<file path="src/rtl/rifl_pkg.sv">
// rifl_pkg: shared payload field offsets, arbiter FSM state type and round-robin pick helper
package rifl_pkg;
  localparam int PAYLOAD_WIDTH_DEF = 240;
  localparam int CH_ID_W_DEF = 2;
  localparam int VLD_BIT = PAYLOAD_WIDTH_DEF + 1;
  localparam int LAST_BIT = PAYLOAD_WIDTH_DEF;
  localparam int CHID_LSB = PAYLOAD_WIDTH_DEF - CH_ID_W_DEF;
  typedef enum logic {ARB, LOCK} arb_state_e;
  // First set bit at or after ptr, modulo n; returns ptr when nothing is set.
  function automatic logic [3:0] rr_pick(input logic [15:0] vld, input logic [3:0] ptr, input int n);
    logic [3:0] idx;
    rr_pick = ptr;
    for (int i = n - 1; i >= 0; i--) begin
      idx = 4'((int'(ptr) + i) % n);
      if (vld[idx]) rr_pick = idx;
    end
  endfunction
endpackage

</file>
<file path="src/rtl/rifl_rr_picker.sv">
// rifl_rr_picker: combinational round-robin pick of the next valid channel starting at ptr_i
module rifl_rr_picker
  import rifl_pkg::*;
#(
  parameter int N_CH = 4,
  parameter int CH_ID_W = 2
) (
  input  logic [N_CH-1:0]    vld_i,
  input  logic [CH_ID_W-1:0] ptr_i,
  output logic [CH_ID_W-1:0] idx_o
);
  assign idx_o = CH_ID_W'(rr_pick(16'(vld_i), 4'(ptr_i), N_CH));
endmodule

</file>
<file path="src/rtl/rifl_tx_arbiter.sv">
// rifl_tx_arbiter: round-robin, burst-locked mux of N_CH streams onto the RIFL TX payload.
// RIFL_TX_ARB_PRIO_EN makes channel 0 strict priority at each arbitration decision.
module rifl_tx_arbiter
  import rifl_pkg::*;
#(
  parameter int PAYLOAD_WIDTH = PAYLOAD_WIDTH_DEF,
  parameter int N_CH = 4,
  parameter int CH_ID_W = CH_ID_W_DEF,
  parameter int MAX_BURST = 16
) (
  input  logic                                     clk,
  input  logic                                     rst,
  input  logic [N_CH*(PAYLOAD_WIDTH-CH_ID_W)-1:0]  s_tdata,
  input  logic [N_CH-1:0]                          s_tvalid,
  input  logic [N_CH-1:0]                          s_tlast,
  output logic [N_CH-1:0]                          s_tready,
  input  logic                                     rifl_tx_ready,
  output logic [PAYLOAD_WIDTH+1:0]                 rifl_tx_payload,
  output logic [CH_ID_W-1:0]                       grant_ch,
  output logic                                     locked
);
  localparam int DATA_W = PAYLOAD_WIDTH - CH_ID_W;
  localparam int BW = $clog2(MAX_BURST);
  logic [PAYLOAD_WIDTH+1:0] out_q, out_d;
  arb_state_e state_q, state_d;
  logic [CH_ID_W-1:0] rr_ptr_q, rr_ptr_d, lock_ch_q, lock_ch_d, pick, grant, nxt;
  logic [BW-1:0] burst_q, burst_d;
  logic [N_CH-1:0] pick_vld;
  logic load, xfer, brk;
`ifdef RIFL_TX_ARB_PRIO_EN
  // Pointer only rotates over channels 1..N_CH-1; a channel-0 grant leaves it alone.
  assign pick_vld = s_tvalid & ~N_CH'(1);
  assign grant = locked ? lock_ch_q : (s_tvalid[0] ? '0 : pick);
  assign nxt = (grant == '0) ? rr_ptr_q :
               (grant == CH_ID_W'(N_CH - 1)) ? CH_ID_W'(1) : grant + CH_ID_W'(1);
`else
  assign pick_vld = s_tvalid;
  assign grant = locked ? lock_ch_q : pick;
  assign nxt = (grant == CH_ID_W'(N_CH - 1)) ? '0 : grant + CH_ID_W'(1);
`endif
  rifl_rr_picker #(.N_CH(N_CH), .CH_ID_W(CH_ID_W)) u_picker (
    .vld_i(pick_vld),
    .ptr_i(rr_ptr_q),
    .idx_o(pick)
  );
  assign locked = state_q == LOCK;
  assign grant_ch = grant;
  assign load = ~out_q[PAYLOAD_WIDTH+1] | rifl_tx_ready;
  assign xfer = load & s_tvalid[grant];
  assign brk = s_tlast[grant] | (locked & (burst_q == BW'(MAX_BURST - 1)));
  assign s_tready = xfer ? N_CH'(1) << grant : '0;
  assign rifl_tx_payload = out_q;
  always_comb begin
    out_d = load ? (xfer ? {1'b1, s_tlast[grant], grant, s_tdata[int'(grant)*DATA_W +: DATA_W]} : '0) : out_q;
    state_d = xfer ? (brk ? ARB : LOCK) : state_q;
    lock_ch_d = (xfer & ~locked) ? grant : lock_ch_q;
    burst_d = xfer ? (brk ? '0 : burst_q + BW'(1)) : burst_q;
    rr_ptr_d = (xfer & brk) ? nxt : rr_ptr_q;
  end
  always_ff @(posedge clk) begin
    if (rst) begin
      out_q <= '0;
      state_q <= ARB;
      lock_ch_q <= '0;
      burst_q <= '0;
      rr_ptr_q <= '0;
    end else begin
      out_q <= out_d;
      state_q <= state_d;
      lock_ch_q <= lock_ch_d;
      burst_q <= burst_d;
      rr_ptr_q <= rr_ptr_d;
    end
  end
endmodule
</file>
<file path="config.mk">
export PLATFORM = sky130hd
export DESIGN_NAME = rifl_tx_arbiter
export DESIGN_NICKNAME = d
export VERILOG_FILES = /design/src/rtl/rifl_pkg.sv /design/src/rtl/rifl_rr_picker.sv /design/src/rtl/rifl_tx_arbiter.sv
export SDC_FILE = /design/constraint.sdc
export NUM_CORES = 1
export LEC_CHECK = 0
export CORE_AREA = 2 2 473 475
export DETAILED_ROUTE_END_ITERATION = 10
export DIE_AREA = 0 0 475 477
export DONT_BUFFER_PORTS = 1
export HOLD_SLACK_MARGIN = 0.03
export PLACE_DENSITY_LB_ADDON = 0.15
export SLEW_MARGIN = 10
export SYNTH_ARGS = -nofsm -noshare
export SYNTH_HDL_FRONTEND = slang
export SYNTH_SLANG_ARGS = --single-unit
</file>
<file path="constraint.sdc">
create_clock -name clk -period 2.85 [get_ports clk]
set_input_delay 0.285 -clock clk [delete_from_list [all_inputs] [get_ports clk]]
set_output_delay 0.285 -clock clk [all_outputs]
set_load 0.005 [all_outputs]
</file>
==> metrics.log <==
[metrics] run status: finished with violations
[metrics] violations in the final reports: negative setup slack
[metrics] Yosys top cell by area: sky130_fd_sc_hd__dfxtp_1
[metrics] share of power burned in combinational logic: 0.559
[metrics] sequential cell area fraction in the yosys report: 0.3569
[metrics] post-detailed-route count of antenna-violating nets: 0
[metrics] share of final-layout standard cells stronger than drive strength 1: 0.1667
[metrics] Die Height: 477 um
[metrics] clock sink total: 251
[metrics] leading post-synthesis cells by cell area: sky130_fd_sc_hd__dfxtp_1 36%, sky130_fd_sc_hd__a21oi_1 12%, sky130_fd_sc_hd__mux2i_1 9.7%
[metrics] maximum net fanout on the critical path: 4
[metrics] RSZ-0062 raised after global routing: yes
[metrics] H-Tree Level Count: 2
[metrics] Total GRT Usage: 0.1274
[metrics] Total Power: 25.51 mW
[metrics] critical path endpoint category: output pin
[metrics] Max-Cap Viols: 0
[metrics] total length of routed wires: 156400 um
[metrics] final-report setup violation count: 6
[metrics] Hold WC Path Type: input port to register
[metrics] share of flip-flops with an asynchronous set or reset after synthesis: 0
[metrics] Setup Crit Path Kind: register to output pin
[metrics] detailed-routing iteration count for the pre-antenna-repair pass: 5
[metrics] worst IR drop on VDD: 0.0004605 V
[metrics] Final Slew Violations: 0
[metrics] Net count, final: 3576
[metrics] number of synthesized register bits: 251
[metrics] die area: 226600 um2
[metrics] Reg power frac: 0.231
[metrics] area grow syn2layout: 108.3%
[metrics] starting utilization of the core area: 0.06357
[metrics] startpoint type of the worst setup path: register
[metrics] number of hold-slack violations in the final timing report: 0
[metrics] Required @ worst endpoint: 2.57 ns
[metrics] share of the synthesized area in the top cell type: 0.3569
[metrics] relative max-transition margin: 0.5576
[metrics] Synth Warn #: 0
[metrics] Core Box Area: 221400 um2
[metrics] post-placement setup slack: -0.1480 ns
[metrics] vias in the first global route: 19.23k
[metrics] top-count cell post-synth: sky130_fd_sc_hd__a21oi_1
[metrics] wire length of the first global-routing pass: 192100 um
[metrics] number of different library cells in the post-synthesis netlist: 45
[metrics] clock tree skew after final layout: 0.03358 ns
[metrics] mean number of vias per cell: 3.288
[metrics] final critical path time including I/O delays and setup: 3.090 ns
[metrics] number of placement rows: 173
[metrics] wire per inst: 27.64 um
[metrics] overall overflow remaining after global route: 0
[metrics] final worst hold slack: 0.08060 ns
[metrics] fraction of power spent switching nets: 0.4572
[metrics] number of flops mapped to enable cells by yosys: 0
[metrics] post-synthesis cell count: 1722
[metrics] CTS root buffer: sky130_fd_sc_hd__clkbuf_16
[metrics] DIE WIDTH: 475 um
[metrics] routability congestion estimate from global placement: 0.8585
[metrics] signal arrival time at the worst endpoint: 2.80 ns
[metrics] vias post-DR: 18.60k
[metrics] power density relative to cell area: 870.0 nW/um2
[metrics] Post-Synthesis Net Count: 2688
[metrics] relative contribution of the clock network to total power: 0.210
[metrics] number of buffers created by CTS: 41
[metrics] clock latency of the later-clocked register in the worst-skew pair: 0.67 ns
[metrics] DP Wirelength: 127200 um
[metrics] netlist area before placement: 14080 um2
[metrics] count of routing violations after the opening detailed-route iteration: 1023
[metrics] worst-case clock buffer depth: 3
[metrics] initial antenna violation count: 108
[metrics] commonest register cell after synthesis: sky130_fd_sc_hd__dfxtp_1
[metrics] average cell area after synthesis: 8.175 um2
[metrics] count of input and output buffers: 0
[metrics] clock-pin transition on the worst setup and hold timing paths: 0.06 ns
[metrics] cell leakage power: 10.63 nW
[metrics] Fmax: 323.6 MHz
[metrics] DRC violation count after routing: 0
[metrics] P_int: 13.85 mW
[metrics] top post-synthesis cells by count: 346 x sky130_fd_sc_hd__a21oi_1, 341 x sky130_fd_sc_hd__nand2_1, 251 x sky130_fd_sc_hd__dfxtp_1
[metrics] net load switching power: 11.66 mW
[metrics] Slew @ Worst Pin: 0.6452 ns
[metrics] TritonCTS clock tree: yes
[metrics] Final WS setup: -0.2399 ns
[metrics] maximum number of pins on one net before global-route repair: 86
[metrics] final instance area: 29320 um2
[metrics] post-layout utilization of the core: 0.1324
[metrics] total I/O pin count: 1212
[metrics] portion of the clock cycle consumed by the worst path in the final layout: 1.084
[metrics] cell area reported after detailed placement: 19090 um2
==> cells by family (layout without fill, tap and decap cells) <==
| logic type | count (synthesis) | count (layout) | synth area share |
|---|---|---|---|
| DFF | 251 | 251 | 0.3569 |
| muxes | 177 | 177 | 0.1591 |
| AOI/OAI and AO/OA | 737 | 737 | 0.3166 |
| adders and majority gates | 3 | 3 | 0.002667 |
| and+or+nand+nor | 382 | 382 | 0.1085 |
| other | 0 | 43 | 0 |
| buffers and inverters | 172 | 1090 | 0.05617 |
==> critical path: stages (launching register included) <==
cell,delay (ns)
sky130_fd_sc_hd__dfxtp_2,0.33
sky130_fd_sc_hd__and3b_1,0.16
sky130_fd_sc_hd__or4_4,0.56
sky130_fd_sc_hd__a21oi_4,0.16
sky130_fd_sc_hd__a21oi_4,0.05
sky130_fd_sc_hd__buf_6,0.12
sky130_fd_sc_hd__or3_4,0.42
sky130_fd_sc_hd__a21boi_2,0.17
sky130_fd_sc_hd__buf_6,0.16
==> through the flow <==
stage	setup TNS [ns]	instances
floorplan	0	1722
global placement	-0.9399	4738
detailed placement	-1.030	4738
CTS	-1.313	5582
global route	-4.206	5636
finish	-0.8307	5658
==> repair_timing <==
item | CTS | global route
pin swaps | 7 | 32
cloned | 0 | 11
gates resized for setup | 36 | 105
setup buffers | 4 | 24
hold endpoints to repair | 250 | 3
hold buffers | 768 | 4
setup endpoints to repair | 42 | 44
==> flip-flops by register name, indices dropped and copies added (netlist names) <==
register	flops
lock_ch_q	2
rifl_tx_payload	242
burst_q	4
locked	1
rr_ptr_q	2
==> layout make-up <==
cell class              instances  area [um2]
well taps                    2975        3722
inverters                       4       22.52
clock buffers                  61        1191
fillers                     25328      192100
multi-input cells            1299        8708
flip-flops and latches        251        5030
diodes                         43       107.6
clock inverters                12       135.1
repair buffers               1013       10400
==> final timing paths <==
kind | startpoint | endpoint | slack (ns) | cells past startpoint
max | rr_ptr_q[1]$_SDFFE_PP0P_ | s_tready[3] | -0.24 | 8
min | s_tdata[690] | rifl_tx_payload[214]$_SDFFE_PP0P_ | 0.08 | 4
max reg2reg | rr_ptr_q[0]$_SDFFE_PP0P_ | rifl_tx_payload[4]$_SDFFE_PP0P_ | -0.06 | 12
min reg2reg | rifl_tx_payload[21]$_SDFFE_PP0P_ | rifl_tx_payload[21]$_SDFFE_PP0P_ | 0.47 | 2
==> routing by layer <==
layer | routed length (um) | vias to the layer above | track usage
met1 | 65270 | 9067 | 0.1555
met2 | 72670 | 1065 | 0.2113
met5 | 425 | - | 0
met4 | 4369 | 66 | 0.03606
met3 | 13640 | 224 | 0.04234
li1 | - | 8182 | -
==> cells in the final DEF, fill, tap and decap left out, types with 3 or more instances in the layout <==
cell type                        count
sky130_fd_sc_hd__nand2b_1            4
sky130_fd_sc_hd__dlygate4sd3_1     762
sky130_fd_sc_hd__nor2b_1             5
sky130_fd_sc_hd__nor2_1              4
sky130_fd_sc_hd__clkbuf_1           11
sky130_fd_sc_hd__buf_12             34
sky130_fd_sc_hd__dfxtp_1           249
sky130_fd_sc_hd__o21ai_2            35
sky130_fd_sc_hd__nand2_1           340
sky130_fd_sc_hd__buf_4             167
sky130_fd_sc_hd__a21oi_2            21
sky130_fd_sc_hd__a22o_1             37
sky130_fd_sc_hd__buf_16              8
sky130_fd_sc_hd__o22a_1             65
sky130_fd_sc_hd__mux4_2             37
sky130_fd_sc_hd__clkinv_2            6
sky130_fd_sc_hd__dlymetal6s4s_1      5
sky130_fd_sc_hd__nand3_1             5
sky130_fd_sc_hd__mux2i_4             7
sky130_fd_sc_hd__clkbuf_16          51
sky130_fd_sc_hd__a22oi_1           136
sky130_fd_sc_hd__nor3_1              3
sky130_fd_sc_hd__mux2i_1           128
sky130_fd_sc_hd__or3_4               3
sky130_fd_sc_hd__a21oi_4             4
sky130_fd_sc_hd__inv_16              3
sky130_fd_sc_hd__a21oi_1           321
sky130_fd_sc_hd__clkbuf_8            9
sky130_fd_sc_hd__ha_1                3
sky130_fd_sc_hd__buf_6              26
sky130_fd_sc_hd__nor2_4              5
sky130_fd_sc_hd__o21ai_1           103
sky130_fd_sc_hd__diode_2            43
==> power by group through the flow <==
| stage | logic [mW] | registers (mW) | clock network [mW] |
|---|---|---|---|
| floorplan | 6.05 | 5.25 | 0 |
| global placement | 11.9 | 6.02 | 0 |
| detailed placement | 11.9 | 5.97 | 0 |
| CTS | 13.5 | 5.91 | 5.66 |
| global route | 15.4 | 5.99 | 5.70 |
| finish | 14.3 | 5.90 | 5.35 |
No activity file was read; power rests on OpenSTA's default activity.
